===== config.mk =====
export PLATFORM = sky130hd
export DESIGN_NAME = window_update_ctl_flat
export DESIGN_NICKNAME = d
export VERILOG_FILES = /design/src/rtl/window_pkg.sv /design/src/rtl/window_update_ctl_if.sv /design/src/rtl/window_clamp.sv /design/src/rtl/window_update_ctl.sv /design/src/flat_wrapper.sv
export SDC_FILE = /design/constraint.sdc
export NUM_CORES = 1
export LEC_CHECK = 0
export CAP_MARGIN = 20
export CORE_UTILIZATION = 25
export DETAILED_ROUTE_END_ITERATION = 10
export HOLD_SLACK_MARGIN = 0.15
export PLACE_DENSITY_LB_ADDON = 0.3
export RECOVER_POWER = 25
export SYNTH_ARGS = -nofsm -noshare
export SYNTH_HDL_FRONTEND = slang
export SYNTH_SLANG_ARGS = --single-unit

===== constraint.sdc =====
create_clock -name clk -period 3.5 [get_ports clk]
set_clock_uncertainty 0.2 [all_clocks]
set_input_delay 0.525 -clock clk [delete_from_list [all_inputs] [get_ports clk]]
set_output_delay 0.525 -clock clk [all_outputs]
set_load 0.005 [all_outputs]

===== src/rtl/window_pkg.sv =====
// Shared types for the run-time window controller: window record, flat-bus
// pack/unpack helpers and the commit FSM state encoding.
package window_pkg;

  localparam int WIN_WBITS    = 12;
  localparam int WIN_HBITS    = 12;
  localparam int WIN_BUS_BITS = 2 * (WIN_WBITS + WIN_HBITS);

  // Field order matches the requester bus: {left, width, top, height}
  typedef struct packed {
    logic [WIN_WBITS-1:0] left;
    logic [WIN_WBITS-1:0] width;
    logic [WIN_HBITS-1:0] top;
    logic [WIN_HBITS-1:0] height;
  } win_t;

  typedef enum logic {
    IDLE,
    PENDING
  } win_state_e;

  function automatic logic [WIN_BUS_BITS-1:0] win_pack(input win_t w);
    return w;
  endfunction

  function automatic win_t win_unpack(input logic [WIN_BUS_BITS-1:0] b);
    return win_t'(b);
  endfunction

endpackage


===== src/rtl/window_update_ctl_if.sv =====
// Requester handshakes, start-of-frame and active-window outputs of the
// window controller; master = requesters/consumers, slave = controller.
interface window_update_ctl_if;
  import window_pkg::*;

  logic                    sof;
  logic                    s0_valid;
  logic                    s0_ready;
  logic [WIN_BUS_BITS-1:0] s0_win;
  logic                    s1_valid;
  logic                    s1_ready;
  logic [WIN_BUS_BITS-1:0] s1_win;
  logic [WIN_WBITS-1:0]    left;
  logic [WIN_WBITS-1:0]    width;
  logic [WIN_HBITS-1:0]    top;
  logic [WIN_HBITS-1:0]    height;
  logic                    pending;
  logic                    win_updated;

  modport master (
    output sof, s0_valid, s0_win, s1_valid, s1_win,
    input  s0_ready, s1_ready, left, width, top, height, pending, win_updated
  );

  modport slave (
    input  sof, s0_valid, s0_win, s1_valid, s1_win,
    output s0_ready, s1_ready, left, width, top, height, pending, win_updated
  );

endinterface


===== src/rtl/window_clamp.sv =====
// Combinational clamp of a requested window to the image bounds.
// Clamping is compiled in with WINDOW_CLAMP_EN; otherwise the window passes through.
module window_clamp
  import window_pkg::*;
#(
  parameter int C_IMG_WIDTH  = 640,
  parameter int C_IMG_HEIGHT = 480
) (
  input  win_t i_win,
  output win_t o_win
);

  if (C_IMG_WIDTH < 1 || C_IMG_WIDTH > (1 << WIN_WBITS) ||
      C_IMG_HEIGHT < 1 || C_IMG_HEIGHT > (1 << WIN_HBITS)) begin : g_bad_bounds
    $error("window_clamp: image bounds do not fit the window field widths");
  end

`ifdef WINDOW_CLAMP_EN
  localparam logic [WIN_WBITS:0]   LP_IMG_W  = (WIN_WBITS+1)'(C_IMG_WIDTH);
  localparam logic [WIN_HBITS:0]   LP_IMG_H  = (WIN_HBITS+1)'(C_IMG_HEIGHT);
  localparam logic [WIN_WBITS-1:0] LP_W_LAST = WIN_WBITS'(C_IMG_WIDTH - 1);
  localparam logic [WIN_HBITS-1:0] LP_H_LAST = WIN_HBITS'(C_IMG_HEIGHT - 1);

  // One extra bit so left+width cannot wrap before the bound compare
  logic [WIN_WBITS:0] w_left;
  logic [WIN_WBITS:0] w_wid;
  logic [WIN_HBITS:0] w_top;
  logic [WIN_HBITS:0] w_hgt;

  assign w_left = {1'b0, i_win.left};
  assign w_wid  = {1'b0, i_win.width};
  assign w_top  = {1'b0, i_win.top};
  assign w_hgt  = {1'b0, i_win.height};

  always_comb begin
    o_win = i_win;

    if (w_left >= LP_IMG_W) begin
      o_win.left  = LP_W_LAST;
      o_win.width = WIN_WBITS'(1);
    end else if (w_wid == '0) begin
      o_win.width = WIN_WBITS'(1);
    end else if (w_left + w_wid > LP_IMG_W) begin
      o_win.width = WIN_WBITS'(LP_IMG_W - w_left);
    end

    if (w_top >= LP_IMG_H) begin
      o_win.top    = LP_H_LAST;
      o_win.height = WIN_HBITS'(1);
    end else if (w_hgt == '0) begin
      o_win.height = WIN_HBITS'(1);
    end else if (w_top + w_hgt > LP_IMG_H) begin
      o_win.height = WIN_HBITS'(LP_IMG_H - w_top);
    end
  end
`else
  assign o_win = i_win;
`endif

endmodule


===== src/rtl/window_update_ctl.sv =====
// Arbitrates two window requesters, clamps into a shadow and commits the shadow
// atomically on start-of-frame. Clamping is enabled by WINDOW_CLAMP_EN.
module window_update_ctl
  import window_pkg::*;
#(
  parameter int C_HBITS      = WIN_HBITS,
  parameter int C_WBITS      = WIN_WBITS,
  parameter int C_IMG_WIDTH  = 640,
  parameter int C_IMG_HEIGHT = 480,
  parameter int C_LEFT       = 0,
  parameter int C_TOP        = 0,
  parameter int C_WIDTH      = 320,
  parameter int C_HEIGHT     = 240
) (
  input  logic                clk,
  input  logic                reset,
  window_update_ctl_if.slave  bus
);

  // win_t is sized by the package, so the field widths are fixed there
  if (C_WBITS != WIN_WBITS || C_HBITS != WIN_HBITS) begin : g_bad_width
    $error("window_update_ctl: C_WBITS/C_HBITS must match window_pkg widths");
  end

  localparam win_t LP_RST_WIN = '{
    left:   WIN_WBITS'(C_LEFT),
    width:  WIN_WBITS'(C_WIDTH),
    top:    WIN_HBITS'(C_TOP),
    height: WIN_HBITS'(C_HEIGHT)
  };

  win_state_e r_state;
  win_t       r_shadow;
  win_t       r_active;
  logic       r_pending;
  logic       r_win_upd;
  logic       r_rdy_en;

  win_t w_s0_win;
  win_t w_s1_win;
  win_t w_sel_win;
  win_t w_clamped;
  logic w_s0_xfer;
  logic w_s1_xfer;
  logic w_accept;

  assign w_s0_win  = win_unpack(bus.s0_win);
  assign w_s1_win  = win_unpack(bus.s1_win);

  // s0 has fixed priority; s1 is only ready while s0 is idle
  assign w_s0_xfer = r_rdy_en & bus.s0_valid;
  assign w_s1_xfer = r_rdy_en & ~bus.s0_valid & bus.s1_valid;
  assign w_accept  = w_s0_xfer | w_s1_xfer;
  assign w_sel_win = w_s0_xfer ? w_s0_win : w_s1_win;

  window_clamp #(
    .C_IMG_WIDTH  (C_IMG_WIDTH),
    .C_IMG_HEIGHT (C_IMG_HEIGHT)
  ) u_clamp (
    .i_win (w_sel_win),
    .o_win (w_clamped)
  );

  always_ff @(posedge clk or posedge reset) begin
    if (reset) begin
      r_state   <= IDLE;
      r_shadow  <= '0;
      r_active  <= LP_RST_WIN;
      r_pending <= 1'b0;
      r_win_upd <= 1'b0;
      r_rdy_en  <= 1'b0;
    end else begin
      r_rdy_en  <= 1'b1;
      r_win_upd <= 1'b0;
      if (w_accept) begin
        r_shadow <= w_clamped;
      end
      case (r_state)
        IDLE: begin
          if (w_accept) begin
            r_state   <= PENDING;
            r_pending <= 1'b1;
          end
        end
        PENDING: begin
          // A request landing with sof refills the shadow after this commit
          if (bus.sof) begin
            r_active  <= r_shadow;
            r_win_upd <= 1'b1;
            if (!w_accept) begin
              r_state   <= IDLE;
              r_pending <= 1'b0;
            end
          end
        end
        default: begin
          r_state   <= IDLE;
          r_pending <= 1'b0;
        end
      endcase
    end
  end

  assign bus.s0_ready    = r_rdy_en;
  assign bus.s1_ready    = r_rdy_en & ~bus.s0_valid;
  assign bus.left        = r_active.left;
  assign bus.width       = r_active.width;
  assign bus.top         = r_active.top;
  assign bus.height      = r_active.height;
  assign bus.pending     = r_pending;
  assign bus.win_updated = r_win_upd;

endmodule


===== src/flat_wrapper.sv =====
// flat-port wrapper written by rule: the top's interface ports become plain ports
module window_update_ctl_flat import window_pkg::*;
#(
  parameter int C_HBITS      = WIN_HBITS,
  parameter int C_WBITS      = WIN_WBITS,
  parameter int C_IMG_WIDTH  = 640,
  parameter int C_IMG_HEIGHT = 480,
  parameter int C_LEFT       = 0,
  parameter int C_TOP        = 0,
  parameter int C_WIDTH      = 320,
  parameter int C_HEIGHT     = 240
)
  (clk, reset, bus_sof, bus_s0_valid, bus_s0_win, bus_s1_valid, bus_s1_win, bus_s0_ready, bus_s1_ready, bus_left, bus_width, bus_top, bus_height, bus_pending, bus_win_updated);
  window_update_ctl_if bus_i ();
  input  logic clk;
  input  logic reset;
  input wire logic [$bits(bus_i.sof)-1:0] bus_sof;
  input wire logic [$bits(bus_i.s0_valid)-1:0] bus_s0_valid;
  input wire logic [$bits(bus_i.s0_win)-1:0] bus_s0_win;
  input wire logic [$bits(bus_i.s1_valid)-1:0] bus_s1_valid;
  input wire logic [$bits(bus_i.s1_win)-1:0] bus_s1_win;
  output wire logic [$bits(bus_i.s0_ready)-1:0] bus_s0_ready;
  output wire logic [$bits(bus_i.s1_ready)-1:0] bus_s1_ready;
  output wire logic [$bits(bus_i.left)-1:0] bus_left;
  output wire logic [$bits(bus_i.width)-1:0] bus_width;
  output wire logic [$bits(bus_i.top)-1:0] bus_top;
  output wire logic [$bits(bus_i.height)-1:0] bus_height;
  output wire logic [$bits(bus_i.pending)-1:0] bus_pending;
  output wire logic [$bits(bus_i.win_updated)-1:0] bus_win_updated;
  assign bus_i.sof = bus_sof;
  assign bus_i.s0_valid = bus_s0_valid;
  assign bus_i.s0_win = bus_s0_win;
  assign bus_i.s1_valid = bus_s1_valid;
  assign bus_i.s1_win = bus_s1_win;
  assign bus_s0_ready = bus_i.s0_ready;
  assign bus_s1_ready = bus_i.s1_ready;
  assign bus_left = bus_i.left;
  assign bus_width = bus_i.width;
  assign bus_top = bus_i.top;
  assign bus_height = bus_i.height;
  assign bus_pending = bus_i.pending;
  assign bus_win_updated = bus_i.win_updated;
  window_update_ctl #(.C_HBITS(C_HBITS), .C_WBITS(C_WBITS), .C_IMG_WIDTH(C_IMG_WIDTH), .C_IMG_HEIGHT(C_IMG_HEIGHT), .C_LEFT(C_LEFT), .C_TOP(C_TOP), .C_WIDTH(C_WIDTH), .C_HEIGHT(C_HEIGHT)) u_core (.clk(clk), .reset(reset), .bus(bus_i));
endmodule

Word-level counts from Yosys, hierarchy flattened
Index checks and enable logic that the tools add are counted. W data, S select, Z words.

Logic and storage cells: 33. Bits in registers: 100. Bits of input ports: 101.

Equality and inequality tests: 3. Reductions and logical operators: 2. Mux-type cells: 10. Bitwise logic cells: 6.

Operators with widths (number): $mux W48 (1); $mux W1 (7); $ne A2 B2 Y1 const B (2); $pmux W1 S2 (2); $and A1 B1 Y1 (3); $reduce_and A3 Y1 (1); $ne A2 B1 Y1 const B (1); $not A1 Y1 (2); $reduce_and A2 Y1 (1); $or A1 B1 Y1 (1).

Logic depth before layout (Yosys ltp)
Word-level depth: 7. Depth in mapped cells: 5.

Modules after synthesis
From an unflattened synthesis, not the netlist that was laid out.

Cells, all modules: 318. Area total of the unflattened synthesis: 4780.8 um^2.

By module, submodules not included: window_update_ctl (cells each 270, times used 1, area an instance 4420.5 um^2); window_clamp (cells each 48, times used 1, area an instance 360.3 um^2).

Worst setup path after synthesis
OpenSTA, ideal clock, no wires.

Kind: reg-to-output. From: register u_core.r_rdy_en, in the netlist u_core.bus.s0_ready. To: output bus_s1_ready. Required time: 2.775 ns. Cell stages (with the launch flop): 4. Path buffers: 2. Arrival: 0.895 ns. Path slack: 1.880 ns. Cell sequence: dfrtp_1 -> buf_4 -> buf_2 -> nor2b_1.

Cells in the longest elaborated chain, start to end: 1.

RTL lines: from (decl) (RTL line window_update_ctl.sv:37) `logic r_rdy_en;`; from (signal assigned) (RTL line window_update_ctl.sv:71) `r_rdy_en <= 1'b0;`; from (signal assigned) (RTL line window_update_ctl.sv:73) `r_rdy_en <= 1'b1;`; $and A1 B1 Y1 (RTL line window_update_ctl.sv:105) `assign bus.s1_ready = r_rdy_en & ~bus.s0_valid;`; to (decl) (RTL line flat_wrapper.sv:23) `output wire logic [$bits(bus_i.s1_ready)-1:0] bus_s1_ready;`.

No other way between the ends.

Worst setup path in the final report
From: input bus_sof. To: register u_core.r_active, in the netlist u_core.bus.top[4].

Cells in the longest elaborated chain, start to end: 1.

RTL lines: from (decl) (RTL line flat_wrapper.sv:17) `input wire logic [$bits(bus_i.sof)-1:0] bus_sof;`; $reduce_and A2 Y1 (no source line); to (signal assigned) (RTL line window_update_ctl.sv:88) `r_active <= r_shadow;`; to (decl) (RTL line window_update_ctl.sv:34) `win_t r_active;`.

No other way between the ends. A chain may end at the register's enable or synchronous reset.

==> metrics.txt <==
status complete, but fails checks; failing checks design-rule violations, max-capacitance violations, max-slew violations; Crit path arrival time 2.79 ns; Area after DPL 6340 µm²; detailed-router iteration count before antenna repair 7; row cnt 49; # fillers 1777; share of cells above drive strength 1 22.7%; setup TNS 0 ns; CTS resizes 0; Die Area 19200 µm²; gpl congestion 0.742; H-tree depth 3; largest net degree at the start of global routing 53; hold_buf cts 0; Starting Density 25.7%; Max Fclk 362 MHz; CTS tree built; Routed WL 11800 µm; Hold WC Path Type reg2reg; syn nets 477; Min Clock Period, post-route 2.76 ns; most common cell after layout, fill and taps aside clkdlybuf4s50_1; multi-input logic area 1740 µm²; Final #Nets 616; WP data required 3.53 ns; YS warnings 0; IO Pins 153; number of global-route vias before repair 3545; Setup crit end kind flip-flop; Slowest-stage cell, CP clkbuf_1; Post-Layout Cell Count 749; RSZ-0062 raised after global routing no; Iteration-0 DRC Markers 164; register area 2510 µm²; Syn Area/Cell 12.4 µm²; Die Y 138 µm; detailed-route wire length per cell 15.7 µm; DRC 14; HPWL Detailed 8180 µm; Core Util, Final 36.7%; Max Slew Vio Count 25; Antenna Nets Post-Route 0; first-pass GRT wire length 19200 µm; core area 18100 µm²; root buf cell clkbuf_16; Mapped Area 4650 µm²; Via density 4.55; Total GRT Usage 13.0%; post-synthesis cell type count 24; post-synthesis sequential area ratio 53.9%; Port-buffer cells 152; via count 3406; initial antenna violation count 0; Clock Sink Count 100; Worst Setup Start Kind input port; kind of critical path in2reg; critical-path cell list clkdlybuf4s50_1, nand2_1, clkbuf_1, mux2_2; Clock Latency Late Sink 0.35 ns; Antenna diodes 0; crit share post-route 78.9%; total gr overflow 0; die extent in x 138 µm; Max-Cap Viols 1; Worst path max stage delay 1.17 ns; Area growth, synth to finish 42.5%; PD cells 527 nW/µm²; CTS Buf Count 9; static leakage 2.78 nW; #FFs+latches synth 100; clock buffer depth 2; Post-Place Cells 733; Worst VDD drop 0.243 mV; final setup vio count 0; slew at the pin closest to its max-slew limit 1.57 ns; post-route cell area 6630 µm²; # Post-CTS Setup Buffers 0; final hold vios 0; Rel. slew slack -4.94%; post-synthesis instance total 376; Critical Path Fanout Max 24; most frequent cells in the layout 150 x clkdlybuf4s50_1, 93 x dfrtp_1, 45 x inv_1, 43 x nand2_1, 42 x nand3_1; Hold Worst Slack 0.290 ns; CTS clk-pin slew, worst paths 0.07 ns
worst max-delay path, delay by kind of cell:
kind	cells	cell delay, ns
muxes	1	0.43
buffers and inverters	2	1.61
and+or+nand+nor	1	0.21
flip-flops by register name, summed over array words and instances (netlist names):
name	cells
u_core.bus.pending	1
u_core.bus.s0_ready	1
u_core.r_state	1
u_core.r_shadow	48
u_core.bus.left	12
u_core.bus.top	12
u_core.bus.win_updated	1
u_core.bus.width	12
u_core.bus.height	12
synth_stat cells (all sizes together):
master,instances,share of area (%)
a221o,6,1.3
a32oi,1,0.19
and2,1,0.13
and4b,6,1.3
buf,25,4.2
clkbuf,8,0.65
conb,1,0.081
dfrtp,94,51
dfstp,6,3.4
inv,46,3.7
mux2,48,12
nand2,43,3.5
nand2b,2,0.27
nand3,42,4.5
nor2b,1,0.13
o211ai,1,0.16
o21a,1,0.16
o21ai,2,0.21
o221ai,42,13
metal layers:
metal / track usage [%] / vias up / wire length [µm]
met5: 0 / - / 0
met2: 20.6 / 113 / 5500
met1: 16.9 / 1689 / 5380
met3: 3.05 / 14 / 674
li1: - / 1590 / -
met4: 5.32 / 0 / 208
cell type report:
type	instances	share of cell area, %
Multi-Input combinational cell	197	26.2
Inverter	46	2.64
Clock buffer	11	3.66
Timing Repair Buffer	161	23.8
Clock inverter	5	1.51
Tap cell	229	4.32
Sequential cell	100	37.9
stage by stage:
step	power (mW)	setup slack, ns
after floorplan	1.90	0.166
after detailed placement	2.40	0.976
after global placement	2.38	1.03
after CTS	3.57	0.868
after global routing	3.68	0.460
final	3.49	0.737
final timing paths:
path | startpoint | to | slack (ns) | cells after the start
worst min register to register | u_core.r_shadow[7]$_DFFE_PP0P_ | u_core.bus.height[7]$_DFFE_PP1P_ | 0.29 | 1
worst max-delay path | bus_sof | u_core.bus.top[4]$_DFFE_PP0P_ | 0.74 | 4
worst min-delay path | u_core.r_shadow[7]$_DFFE_PP0P_ | u_core.bus.height[7]$_DFFE_PP1P_ | 0.29 | 1
min in group asynchronous | reset | u_core.bus.top[0]$_DFFE_PP0P_ | 0.53 | 2
worst max register to register | u_core.r_state$_DFF_PP0_ | u_core.bus.top[4]$_DFFE_PP0P_ | 0.98 | 3
max in group asynchronous | reset | u_core.bus.top[6]$_DFFE_PP0P_ | 0.82 | 3
where the power goes:
| group | switching [mW] | internal, mW | total (mW) |
|---|---|---|---|
| registers | 0.130 | 1.38 | 1.51 |
| logic | 0.289 | 0.547 | 0.836 |
| clock network | 0.426 | 0.716 | 1.14 |
cells by family (layout without fill, tap and decap cells):
group / after synthesis / in the layout / share of synthesized area [%]
AOI/OAI and AO/OA: 53 / 53 / 15.3
DFF: 100 / 100 / 53.9
buffers and inverters: 79 / 223 / 8.52
muxes: 48 / 48 / 12.3
and+or+nand+nor: 95 / 95 / 9.81
other: 1 / 1 / 0.0806
Power figures use the tool's default switching activity.
